File: src/rtl/decryption_cfg_arbiter.sv
// Round-robin arbiter sharing the decryption register-file bus between NUM_REQ config masters.
// Optional WAIT timeout enabled by defining CFG_ARB_TIMEOUT_EN.
module decryption_cfg_arbiter #(
  parameter int unsigned NUM_REQ        = 2,
  parameter int unsigned ADDR_WIDTH     = 8,
  parameter int unsigned REG_WIDTH      = 16,
  parameter int unsigned TIMEOUT_CYCLES = 15
) (
  input  logic                            clk,
  input  logic                            rst_n,
  input  logic [NUM_REQ-1:0]              req_valid,
  input  logic [NUM_REQ-1:0]              req_write,
  input  logic [NUM_REQ*ADDR_WIDTH-1:0]   req_addr,
  input  logic [NUM_REQ*REG_WIDTH-1:0]    req_wdata,
  output logic [NUM_REQ-1:0]              req_ready,
  output logic [NUM_REQ-1:0]              rsp_valid,
  output logic [REG_WIDTH-1:0]            rsp_rdata,
  output logic                            rsp_error,
  output logic [ADDR_WIDTH-1:0]           reg_addr,
  output logic                            reg_read,
  output logic                            reg_write,
  output logic [REG_WIDTH-1:0]            reg_wdata,
  input  logic [REG_WIDTH-1:0]            reg_rdata,
  input  logic                            reg_done,
  input  logic                            reg_error
);

  localparam int unsigned PTR_W = (NUM_REQ > 1) ? $clog2(NUM_REQ) : 1;
  localparam logic [PTR_W-1:0] PTR_RST = PTR_W'(NUM_REQ - 1);

  if (NUM_REQ < 2 || NUM_REQ > 8 || TIMEOUT_CYCLES == 0) begin : g_param_check
    $error("decryption_cfg_arbiter: unsupported parameter set");
  end

  typedef enum logic [1:0] {IDLE, ISSUE, WAIT} state_t;

  state_t                 state_q, state_d;
  logic [PTR_W-1:0]       ptr_q, ptr_d;
  logic [PTR_W-1:0]       grant_q, grant_d;
  logic                   write_q, write_d;
  logic [PTR_W-1:0]       arb_grant, cand;
  logic                   arb_found;

  logic [NUM_REQ-1:0]     req_ready_d, rsp_valid_d;
  logic [REG_WIDTH-1:0]   rsp_rdata_d, reg_wdata_d;
  logic                   rsp_error_d, reg_read_d, reg_write_d;
  logic [ADDR_WIDTH-1:0]  reg_addr_d;

`ifdef CFG_ARB_TIMEOUT_EN
  localparam int unsigned TMO_W = $clog2(TIMEOUT_CYCLES + 1);
  logic [TMO_W-1:0]       tmo_q, tmo_d;
`endif

  // First pending master searching upward from ptr+1 with wrap
  always_comb begin
    arb_found = 1'b0;
    arb_grant = '0;
    cand      = '0;
    for (int unsigned i = 1; i <= NUM_REQ; i++) begin
      cand = PTR_W'((32'(ptr_q) + i) % NUM_REQ);
      if (!arb_found && req_valid[cand]) begin
        arb_found = 1'b1;
        arb_grant = cand;
      end
    end
  end

  // Next-state and next-output logic
  always_comb begin
    state_d     = state_q;
    ptr_d       = ptr_q;
    grant_d     = grant_q;
    write_d     = write_q;
    req_ready_d = '0;
    rsp_valid_d = '0;
    reg_read_d  = 1'b0;
    reg_write_d = 1'b0;
    reg_addr_d  = reg_addr;
    reg_wdata_d = reg_wdata;
    rsp_rdata_d = rsp_rdata;
    rsp_error_d = rsp_error;
`ifdef CFG_ARB_TIMEOUT_EN
    tmo_d       = tmo_q;
`endif
    unique case (state_q)
      IDLE: begin
        if (arb_found) begin
          state_d     = ISSUE;
          ptr_d       = arb_grant;
          grant_d     = arb_grant;
          write_d     = req_write[arb_grant];
          reg_addr_d  = req_addr[32'(arb_grant)*ADDR_WIDTH +: ADDR_WIDTH];
          reg_wdata_d = req_wdata[32'(arb_grant)*REG_WIDTH +: REG_WIDTH];
          req_ready_d = NUM_REQ'(1) << arb_grant;
          reg_write_d = req_write[arb_grant];
          reg_read_d  = !req_write[arb_grant];
        end
      end
      ISSUE: begin
        state_d = WAIT;
`ifdef CFG_ARB_TIMEOUT_EN
        tmo_d   = '0;
`endif
      end
      WAIT: begin
        if (reg_done) begin
          state_d     = IDLE;
          rsp_valid_d = NUM_REQ'(1) << grant_q;
          rsp_rdata_d = write_q ? '0 : reg_rdata;
          rsp_error_d = reg_error;
        end
`ifdef CFG_ARB_TIMEOUT_EN
        else if (tmo_q == TMO_W'(TIMEOUT_CYCLES - 1)) begin
          state_d     = IDLE;
          rsp_valid_d = NUM_REQ'(1) << grant_q;
          rsp_rdata_d = '0;
          rsp_error_d = 1'b1;
        end else begin
          tmo_d = tmo_q + TMO_W'(1);
        end
`endif
      end
      default: state_d = IDLE;
    endcase
  end

  always_ff @(posedge clk) begin
    if (!rst_n) begin
      state_q   <= IDLE;
      ptr_q     <= PTR_RST;
      grant_q   <= '0;
      write_q   <= 1'b0;
      req_ready <= '0;
      rsp_valid <= '0;
      rsp_rdata <= '0;
      rsp_error <= 1'b0;
      reg_addr  <= '0;
      reg_read  <= 1'b0;
      reg_write <= 1'b0;
      reg_wdata <= '0;
`ifdef CFG_ARB_TIMEOUT_EN
      tmo_q     <= '0;
`endif
    end else begin
      state_q   <= state_d;
      ptr_q     <= ptr_d;
      grant_q   <= grant_d;
      write_q   <= write_d;
      req_ready <= req_ready_d;
      rsp_valid <= rsp_valid_d;
      rsp_rdata <= rsp_rdata_d;
      rsp_error <= rsp_error_d;
      reg_addr  <= reg_addr_d;
      reg_read  <= reg_read_d;
      reg_write <= reg_write_d;
      reg_wdata <= reg_wdata_d;
`ifdef CFG_ARB_TIMEOUT_EN
      tmo_q     <= tmo_d;
`endif
    end
  end

endmodule

File: config.mk
export PLATFORM = sky130hd
export DESIGN_NAME = decryption_cfg_arbiter
export DESIGN_NICKNAME = d
export VERILOG_FILES = /design/src/rtl/decryption_cfg_arbiter.sv
export SDC_FILE = /design/constraint.sdc
export NUM_CORES = 1
export LEC_CHECK = 0
export ABC_AREA = 1
export BUFFER_PORTS_ARGS = -buffer_cell sky130_fd_sc_hd__buf_2
export CAP_MARGIN = 20
export CORE_UTILIZATION = 42
export DETAILED_ROUTE_END_ITERATION = 12
export GPL_ROUTABILITY_DRIVEN = 0
export GPL_TIMING_DRIVEN = 0
export PLACE_DENSITY_LB_ADDON = 0.3
export SYNTH_ARGS = -nofsm -noshare
export SYNTH_HDL_FRONTEND = slang
export SYNTH_SLANG_ARGS = --single-unit
File: constraint.sdc
create_clock -name clk -period 1 [get_ports clk]
set_input_delay 0 -clock clk [delete_from_list [all_inputs] [get_ports clk]]
set_output_delay 0 -clock clk [all_outputs]
set_load 0.005 [all_outputs]
==> results of run 1 <==
==> layout by cell type, fill, tap and decap left out, drive strengths merged <==
cell type    netlist  layout
a21boi            24      24
a21oi              1       1
and3               1       1
buf               19     153
clkbuf             4      11
clkinvlp           0       1
dfxtp             52      52
dlygate4sd3        0      18
inv               32      34
nand2            100     100
nand3             44      44
nor2              59      59
o21ai             19      19
==> power groups by stage <==
stage | clock network, mW | registers [mW] | logic [mW]
after floorplan | 0 | 2.42 | 0.789
after global placement | 0 | 2.40 | 1.26
after detailed placement | 0 | 2.41 | 1.28
after CTS | 1.29 | 2.37 | 1.48
after global routing | 1.38 | 2.41 | 1.83
final | 1.26 | 2.38 | 1.66
==> worst reg2reg max path: stages, from the launching register on <==
cell	delay [ns]
dfxtp_4	0.40
buf_6	0.11
nand3_4	0.09
buf_6	0.16
clkbuf_16	0.16
nand3_2	0.06
o21ai_2	0.05
==> worst min-delay path by stage <==
stage,slack [ns],start,to
finish,0.02,req_wdata[31],reg_wdata[15]
global route,0.04,req_write[1],reg_read
CTS,0.01,req_wdata[31],reg_wdata[15]
detailed placement,0.27,reg_rdata[7],rsp_rdata[7]
global placement,0.26,reg_error,rsp_error
floorplan,0.16,reg_rdata[0],rsp_rdata[0]
==> metrics by stage <==
| stage | setup WS (ns) | utilization [%] | area (um2) | TNS [ns] | total power [mW] |
|---|---|---|---|---|---|
| 6_report | -0.1341 | 70.37 | 3946 | -4.151 | 5.310 |
| 5_1_grt | -0.1937 | 70.37 | 3946 | -6.184 | 5.622 |
| 4_1_cts | -0.09157 | 66.22 | 3714 | -2.104 | 5.140 |
| 3_5_place_dp | -0.1928 | 56.58 | 3173 | -5.149 | 3.684 |
| 3_3_place_gp | -0.1650 | 56.58 | 3173 | -4.397 | 3.658 |
| 2_1_floorplan | -0.003223 | - | 2497 | -0.06052 | 3.208 |
==> state kept, by name, summed over array words and instances (netlist names) <==
register,cells
grant_q,1
reg_read,1
reg_addr,8
rsp_valid,2
reg_write,1
write_q,1
ptr_q,1
reg_wdata,16
state_q,2
req_ready,2
rsp_error,1
rsp_rdata,16
==> what timing repair did <==
item	CTS	global route
endpoints found under the hold margin	18	0
hold buffers	18	0
resized for setup	50	41
endpoints found under the setup margin	48	50
pin swaps	4	5
setup buffers	10	6
gates cloned	2	2
==> cells by family (layout without fill, tap and decap cells) <==
kind of cell / Yosys count / after routing
compound gates: 44 / 44
buf+inv: 55 / 217
flops: 52 / 52
simple gates: 204 / 204
==> layer usage <==
layer  vias up  wire length [um]  global-route usage (%)
met2       115              4221                   45.00
met3        28               345                   4.598
met5         -                 0                       0
met4         0               340                   11.82
met1      1257              3388                   28.36
li1       1432                 -                       -
==> final cells by class <==
cell class | instances | area share (%)
Buffer | 23 | 4.788
Timing Repair Buffer | 154 | 24.86
Clock inverter | 3 | 0.6341
Inverter | 32 | 3.171
Clock buffer | 5 | 1.744
Sequential cell | 52 | 26.60
Tap cell | 72 | 2.283
Multi-Input combinational cell | 248 | 35.92
==> impl_metrics.toml, run 1 <==
[placed_design]
dp_hpwl_um = 4720
dpl.cell_count = 544
io_buffers = 117

[worst_hold_path]
hp-class = "in -> reg"
hold_depth = 5

[worst_setup_path]
crit_family = "buffers and inverters"
worstRegToRegCells = 6
critPathMaxFanout = 5
crit_top_cell = "buf_6"
slowest_stage = "dfxtp_4"
slowest_delay_ns = 0.40
crit_type = "reg -> reg"
cp-startpoint = "state_q[1]"
r2r-end = "rsp_rdata[8]"
path_cells = "buf_6 -> nand3_4 -> buf_6 -> clkbuf_16 -> nand3_2 -> o21ai_2"
cp-end-kind = "flip-flop"
start_kind = "flip-flop"
cp.depth = 6
crit_buf_inv = 3
arrival_ns = 1.35
endpoint = "rsp_rdata[8]"
cp.required_ns = 1.21
r2r_setup_slack_ns = -0.13
timing.rr.start = "state_q[1]"

[route]
first_pass_iters = 4
drt_iter0_drc = 77
wl_per_cell_um = 14.08
ant_nets = 0
wl_um = 8295
vias = 2832
drc_errors = 0
viasPerCell = 4.808

[pwr]
p_int_mw = 3.564
switching_share_pct = 32.87
power.switching_mw = 1.746
p_leak_nw = 2.025
p_clk_share_pct = 23.8
pwr-share-comb_pct = 31.3
powerDensity_nw_per_um2 = 1345
peakVddDrop_mv = 0.7129
seqPwrFrac_pct = 44.9

[yosys]
synth.most_common_cell = "nand2_1"
netlist_area_um2 = 2492
ys_top_cells_by_count = "nand2_1 (97), nor2_1 (56), dfxtp_1 (52)"
ys_seq_area_share_pct = 41.77
synth_area_leaders = "dfxtp_1 (42%), nand2_1 (15%), nand3_1 (8.6%)"
synth_top_area_share_pct = 41.77
syn_inst = 355
synth_compound_area_share_pct = 12.90
synth_xor_area_share_pct = 0
ys_ff_latch = 52
synth-adder-area-share_pct = 0
synth_top_cell_by_area = "dfxtp_1"
yosysWarnings = 0
synth_simple_gate_area_share_pct = 34.04
synth_nets = 427
synth_top_family_by_area = "simple AND/OR/NAND/NOR gates"
avgSynthCellArea_um2 = 7.021
synth_edf_count = 0
synthDistinctLibCells = 22
synthFlopType = "dfxtp_1"
async_reset_ff_share_pct = 0
synthMuxAreaShare_pct = 0

[sta]
fin_crit_sh_pct = 113.4
worst_slack_ns = -0.1341
finalHoldViolations = 0
setup_viol = 48
finClkSkew_ns = 0.008729
slew_headroom_pct = 64.23
min_period_ns = 1.134
worst_pin_slew_ns = 0.5366
maxSlewViolCount = 0
whs_ns = 0.02017
rsz0062_at_grt = "true"
max_freq_mhz = 881.8

[grt]
grt_max_degree = 19
grt_util_all_layers_pct = 25.04
grt_pass1_vias = 2663
gr-total-overflow = 0
grt_pass1_wl_um = 12150
antenna_found_initial = 0

[finish]
final_nets = 588
area.growth.synth_to_final_pct = 58.33
final_layout_size_suffix_gt1_share_pct = 43.33
fill_cells = 461
antenna_cells = 0
multi_input_area_um2 = 1418
stdcell_count = 589
regArea_um2 = 1050

[floorplanning]
start_util_pct = 44.44
dieWidth_um = 79.04
die_h_um = 79.04
io_pins = 119
rows = 27
die_area_um2 = 6247
design.core.area_um2 = 5608

[clocking]
cts.path.max_buffers = 2
cts_htree_levels = 2
cts.sinks = 52
clk_pin_slew_ns = 0.10
root_buffer = "clkbuf_8"
cts_buffers = 5
clkLatencyLatePin_ns = 0.31
cts_tree = "built"

[run_status]
violations = "setup timing"
status = "finished with violations"

[flow_run]
maxCapViolCount = 0
Power figures use the tool's default switching activity.
==> run 2, diff against run 1 <==
--- a/config.mk
+++ b/config.mk
@@ -9,10 +9,11 @@
 export BUFFER_PORTS_ARGS = -buffer_cell sky130_fd_sc_hd__buf_2
 export CAP_MARGIN = 20
 export CORE_UTILIZATION = 42
+export CTS_CLUSTER_DIAMETER = 150
 export DETAILED_ROUTE_END_ITERATION = 12
 export GPL_ROUTABILITY_DRIVEN = 0
 export GPL_TIMING_DRIVEN = 0
-export PLACE_DENSITY_LB_ADDON = 0.3
+export PLACE_DENSITY = 0.88
 export SYNTH_ARGS = -nofsm -noshare
 export SYNTH_HDL_FRONTEND = slang
 export SYNTH_SLANG_ARGS = --single-unit
==> impl_metrics.toml, run 2 (same netlist as run 1, synthesis figures left out) <==
[run_status]
status = "finished with violations"
violations = "setup timing"

[floorplanning]
die_area_um2 = 6247
dieWidth_um = 79.04
design.core.area_um2 = 5608
io_pins = 119
start_util_pct = 44.44
die_h_um = 79.04
rows = 27

[clocking]
cts_htree_levels = 2
clkLatencyLatePin_ns = 0.31
clk_pin_slew_ns = 0.09
cts.sinks = 52
cts_buffers = 5
root_buffer = "clkbuf_8"
cts_tree = "built"
cts.path.max_buffers = 2

[sta]
finalHoldViolations = 0
min_period_ns = 1.102
whs_ns = 0.02225
rsz0062_at_grt = "true"
fin_crit_sh_pct = 110.2
max_freq_mhz = 907.2
maxSlewViolCount = 0
worst_slack_ns = -0.1022
finClkSkew_ns = 0.004560
slew_headroom_pct = 68.82
worst_pin_slew_ns = 0.4677
setup_viol = 41

[worst_setup_path]
critPathMaxFanout = 10
cp.required_ns = 1.24
crit_type = "reg -> reg"
arrival_ns = 1.35
start_kind = "flip-flop"
path_cells = "nor2_4 -> o21ai_4 -> buf_6 -> nand2_2 -> nand2_1 -> nor2_2"
crit_family = "flip-flops"
slowest_stage = "dfxtp_4"
cp-end-kind = "flip-flop"
crit_buf_inv = 1
slowest_delay_ns = 0.38

[grt]
gr-total-overflow = 0
met2_usage_pct = 43.28
grt.busiest_layer = "met2"
grt_pass1_wl_um = 12010
grt_max_degree = 17
grt_pass1_vias = 2658
grt_use_met3_pct = 4.598
grt_use_met1_pct = 28.51
antenna_found_initial = 0
grt_util_all_layers_pct = 24.72

[placed_design]
dpl.cell_count = 544
dpl_worst_slack_ns = -0.1797
dpl_cell_area_um2 = 3173
dp_hpwl_um = 4932
io_buffers = 117

[pwr]
seqPwrFrac_pct = 43.5
switching_share_pct = 30.94
pwr-share-comb_pct = 29.9
p_int_mw = 3.777
p_clk_share_pct = 26.6
p_leak_nw = 1.958
power.switching_mw = 1.692
peakVddDrop_mv = 0.8911
powerDensity_nw_per_um2 = 1451

[route]
first_pass_iters = 4
ant_nets = 0
viasPerCell = 4.893
drc_errors = 0
vias = 2838
wl_per_cell_um = 13.89
wl_um = 8055
drt_iter0_drc = 188

[finish]
area.growth.synth_to_final_pct = 51.26
fin_area_um2 = 3770
fill_cells = 445
final_layout_size_suffix_gt1_share_pct = 40.94
largest_registers = "reg_wdata (16), rsp_rdata (16), reg_addr (8)"
mostFrequentLayoutCell = "buf_2"
final_nets = 579
stdcell_count = 580
antenna_cells = 0
final_cell_mix = "buf_2 (125), nand2_1 (77), dfxtp_1 (49)"

[flow_run]
maxCapViolCount = 0

[worst_hold_path]
hp-class = "in -> reg"
==> run 2: cell types whose count changed in the layout (fill, tap and decap cells not counted), sizes merged <==
cell,previous run,this run
clkinvlp,1,0
nand2,100,101
inv,34,33
buf,153,145
bufinv,0,1
clkbuf,11,10
==> run 2: layout make-up <==
class / count / area [um2] / share of cell area, %
tap: 72 / 90.09 / 2.390
buffer: 22 / 170.2 / 4.514
multi-input combinational: 249 / 1339 / 35.51
clock inverter: 2 / 38.79 / 1.029
clock buffer: 6 / 72.57 / 1.925
timing repair buffer: 145 / 879.6 / 23.33
inverter: 32 / 130.1 / 3.452
sequential: 52 / 1050 / 27.85
==> run 2: power by group through the flow <==
stage | clock network, mW | registers (mW) | logic, mW
final | 1.45 | 2.38 | 1.63
after detailed placement | 0 | 2.41 | 1.28
after floorplan | 0 | 2.42 | 0.789
after CTS | 1.48 | 2.37 | 1.42
after global placement | 0 | 2.40 | 1.24
after global routing | 1.57 | 2.40 | 1.81
==> run 2: final timing paths <==
| check | start | cells past startpoint | end | slack (ns) |
|---|---|---|---|---|
| worst max register to register | state_q[1] | 6 | reg_addr[1] | -0.10 |
| worst min-delay path | req_addr[14] | 5 | reg_addr[6] | 0.02 |
| worst max-delay path | state_q[1] | 6 | reg_addr[1] | -0.10 |
| worst min register to register | rsp_rdata[1] | 2 | rsp_rdata[1] | 0.49 |
==> run 2: through the flow <==
stage	setup TNS (ns)	util, %	power, mW
6_report	-2.662	67.22	5.468
5_1_grt	-5.077	67.22	5.780
4_1_cts	-1.319	63.41	5.266
3_5_place_dp	-4.457	56.58	3.687
3_3_place_gp	-3.410	56.58	3.641
2_1_floorplan	-0.06052	-	3.208
==> run 2: layer usage <==
layer,part of all wire [%],routed length [um]
met1,41,3292
met2,51,4075
met3,4.7,377
met4,3.8,310
met5,0,0
==> run 2: worst min-delay path, cell delays in order <==
cell     delay (ns)
buf_2          0.07
nand3_1        0.06
nand2_1        0.06
nor2_1         0.03
nor2_1         0.06
==> run 2: what timing repair did <==
item,4_1_cts,5_1_grt
gates cloned,1,3
hold endpoints to repair,18,0
buffers inserted,4,3
gates resized for setup,14,55
hold buffers,18,0
endpoints found under the setup margin,43,45
pin swaps,3,7
==> run 3, diff against run 2 <==
--- a/config.mk
+++ b/config.mk
@@ -10,10 +10,12 @@
 export CAP_MARGIN = 20
 export CORE_UTILIZATION = 42
 export CTS_CLUSTER_DIAMETER = 150
+export CTS_CLUSTER_SIZE = 40
 export DETAILED_ROUTE_END_ITERATION = 12
 export GPL_ROUTABILITY_DRIVEN = 0
 export GPL_TIMING_DRIVEN = 0
-export PLACE_DENSITY = 0.88
+export PLACE_DENSITY = 0.8
+export SETUP_SLACK_MARGIN = 0.3
 export SYNTH_ARGS = -nofsm -noshare
 export SYNTH_HDL_FRONTEND = slang
 export SYNTH_SLANG_ARGS = --single-unit
==> impl_metrics.toml, run 3 (same netlist as run 1, synthesis figures left out) <==
[worst_setup_path]
cp-end-kind = "flip-flop"
crit_family = "simple AND/OR/NAND/NOR gates"
crit_type = "reg -> reg"
critPathMaxFanout = 10
cp.required_ns = 1.23
arrival_ns = 1.36
slowest_stage = "dfxtp_4"
crit_top_cell = "nand2_1"
r2r_setup_slack_ns = -0.13
path_cells = "nor2_4 -> o21ai_4 -> buf_6 -> nand2_1 -> nand2_1 -> nor2_1"
crit_buf_inv = 1
start_kind = "flip-flop"
slowest_delay_ns = 0.38

[clocking]
cts.sinks = 52
cts_buffers = 5
clkLatencyLatePin_ns = 0.30
holdBufCountCts = 17
cts_htree_levels = 2
cts.path.max_buffers = 2
clk_pin_slew_ns = 0.10
cts_tree = "built"
root_buffer = "clkbuf_8"

[sta]
fin_crit_sh_pct = 113.0
max_freq_mhz = 885.3
maxSlewViolCount = 0
worst_pin_slew_ns = 0.5015
min_period_ns = 1.130
finClkSkew_ns = 0.009179
rsz0062_at_grt = "true"
slew_headroom_pct = 66.57
finalHoldViolations = 0
setup_viol = 49
worst_slack_ns = -0.1296
whs_ns = 0.009283

[route]
first_pass_iters = 4
drt_iter0_drc = 119
viasPerCell = 4.893
wl_um = 8228
drc_errors = 0
wl_per_cell_um = 14.02
vias = 2872
ant_nets = 0

[flow_run]
maxCapViolCount = 0

[finish]
mostFrequentLayoutCell = "buf_2"
final_cell_mix = "buf_2 (109), nand2_1 (90), nor2_1 (50)"
area.growth.synth_to_final_pct = 61.90
final_nets = 585
largest_registers = "reg_wdata (16), rsp_rdata (16), reg_addr (8)"
final_layout_size_suffix_gt1_share_pct = 50.19

[grt]
grt_max_degree = 17
grt_pass1_vias = 2596
grt_pass1_wl_um = 11790
grt_util_all_layers_pct = 24.51
gr-total-overflow = 0
antenna_found_initial = 1

[run_status]
violations = "setup timing"
status = "finished with violations"

[pwr]
total_power_mw = 5.695
peakVddDrop_mv = 0.7571
p_leak_nw = 2.078
powerDensity_nw_per_um2 = 1411

[floorplanning]
io_pins = 119
design.core.area_um2 = 5608
start_util_pct = 44.44
dieWidth_um = 79.04
rows = 27
die_h_um = 79.04
die_area_um2 = 6247

[worst_hold_path]
hp-class = "in -> reg"

[placed_design]
dp_hpwl_um = 4885
io_buffers = 117
## run 3: worst min-delay path: stages
cell,delay (ns)
buf_2,0.09
nand2_2,0.05
nand2_2,0.08
nor2_1,0.05
## run 3: per-stage QoR
step | setup TNS, ns | instances | area [um2] | util, % | setup slack [ns]
3_3_place_gp | -3.461 | 544 | 3197 | 57.01 | -0.1271
5_1_grt | -6.677 | 587 | 4035 | 71.95 | -0.2075
2_1_floorplan | -0.05768 | 355 | 2521 | - | -0.003073
3_5_place_dp | -4.215 | 544 | 3197 | 57.01 | -0.1435
6_report | -3.668 | 587 | 4035 | 71.95 | -0.1296
4_1_cts | -1.746 | 578 | 3824 | 68.18 | -0.09832
## run 3: path summary, 6_finish.rpt
path,endpoint,startpoint,cells past startpoint
max,reg_addr[3],state_q[1],6
min,reg_read,req_write[0],4
max reg2reg,reg_addr[3],state_q[1],6
min reg2reg,rsp_rdata[10],rsp_rdata[10],2
## run 3: timing repair
| item | CTS | global route |
|---|---|---|
| resized for setup | 90 | 37 |
| endpoints found under the setup margin | 99 | 99 |
| gates cloned | 3 | 0 |
| pin swaps | 3 | 5 |
| hold endpoints to repair | 18 | 1 |
| buffers inserted | 6 | 8 |
## run 3: cell type report
type | instances | area, um2
fillers | 452 | 1573
diodes | 1 | 2.502
plain buffers | 23 | 190.2
well taps | 72 | 90.09
inverters | 32 | 127.6
clock buffers | 6 | 82.58
flip-flops and latches | 52 | 1104
repair buffers | 151 | 1062
multi-input cells | 248 | 1338
clock inverters | 2 | 38.79
## run 3: routing by layer
layer	GRT usage (%)	vias up	wire, um	share of wire, %
met5	0	-	0	0
met2	43.02	105	4245	52
li1	-	1424	-	-
met1	29.46	1317	3331	40
met3	3.563	26	363	4.4
met4	10.91	0	287	3.5
## run 3: power breakdown
part / internal, mW / leakage (nW) / total, mW / switching (mW)
clock: 0.819 / 0.0614 / 1.53 / 0.709
combinational: 0.871 / 1.57 / 1.74 / 0.873
sequential: 2.30 / 0.445 / 2.42 / 0.127
total: 3.99 / 2.08 / 5.69 / 1.71
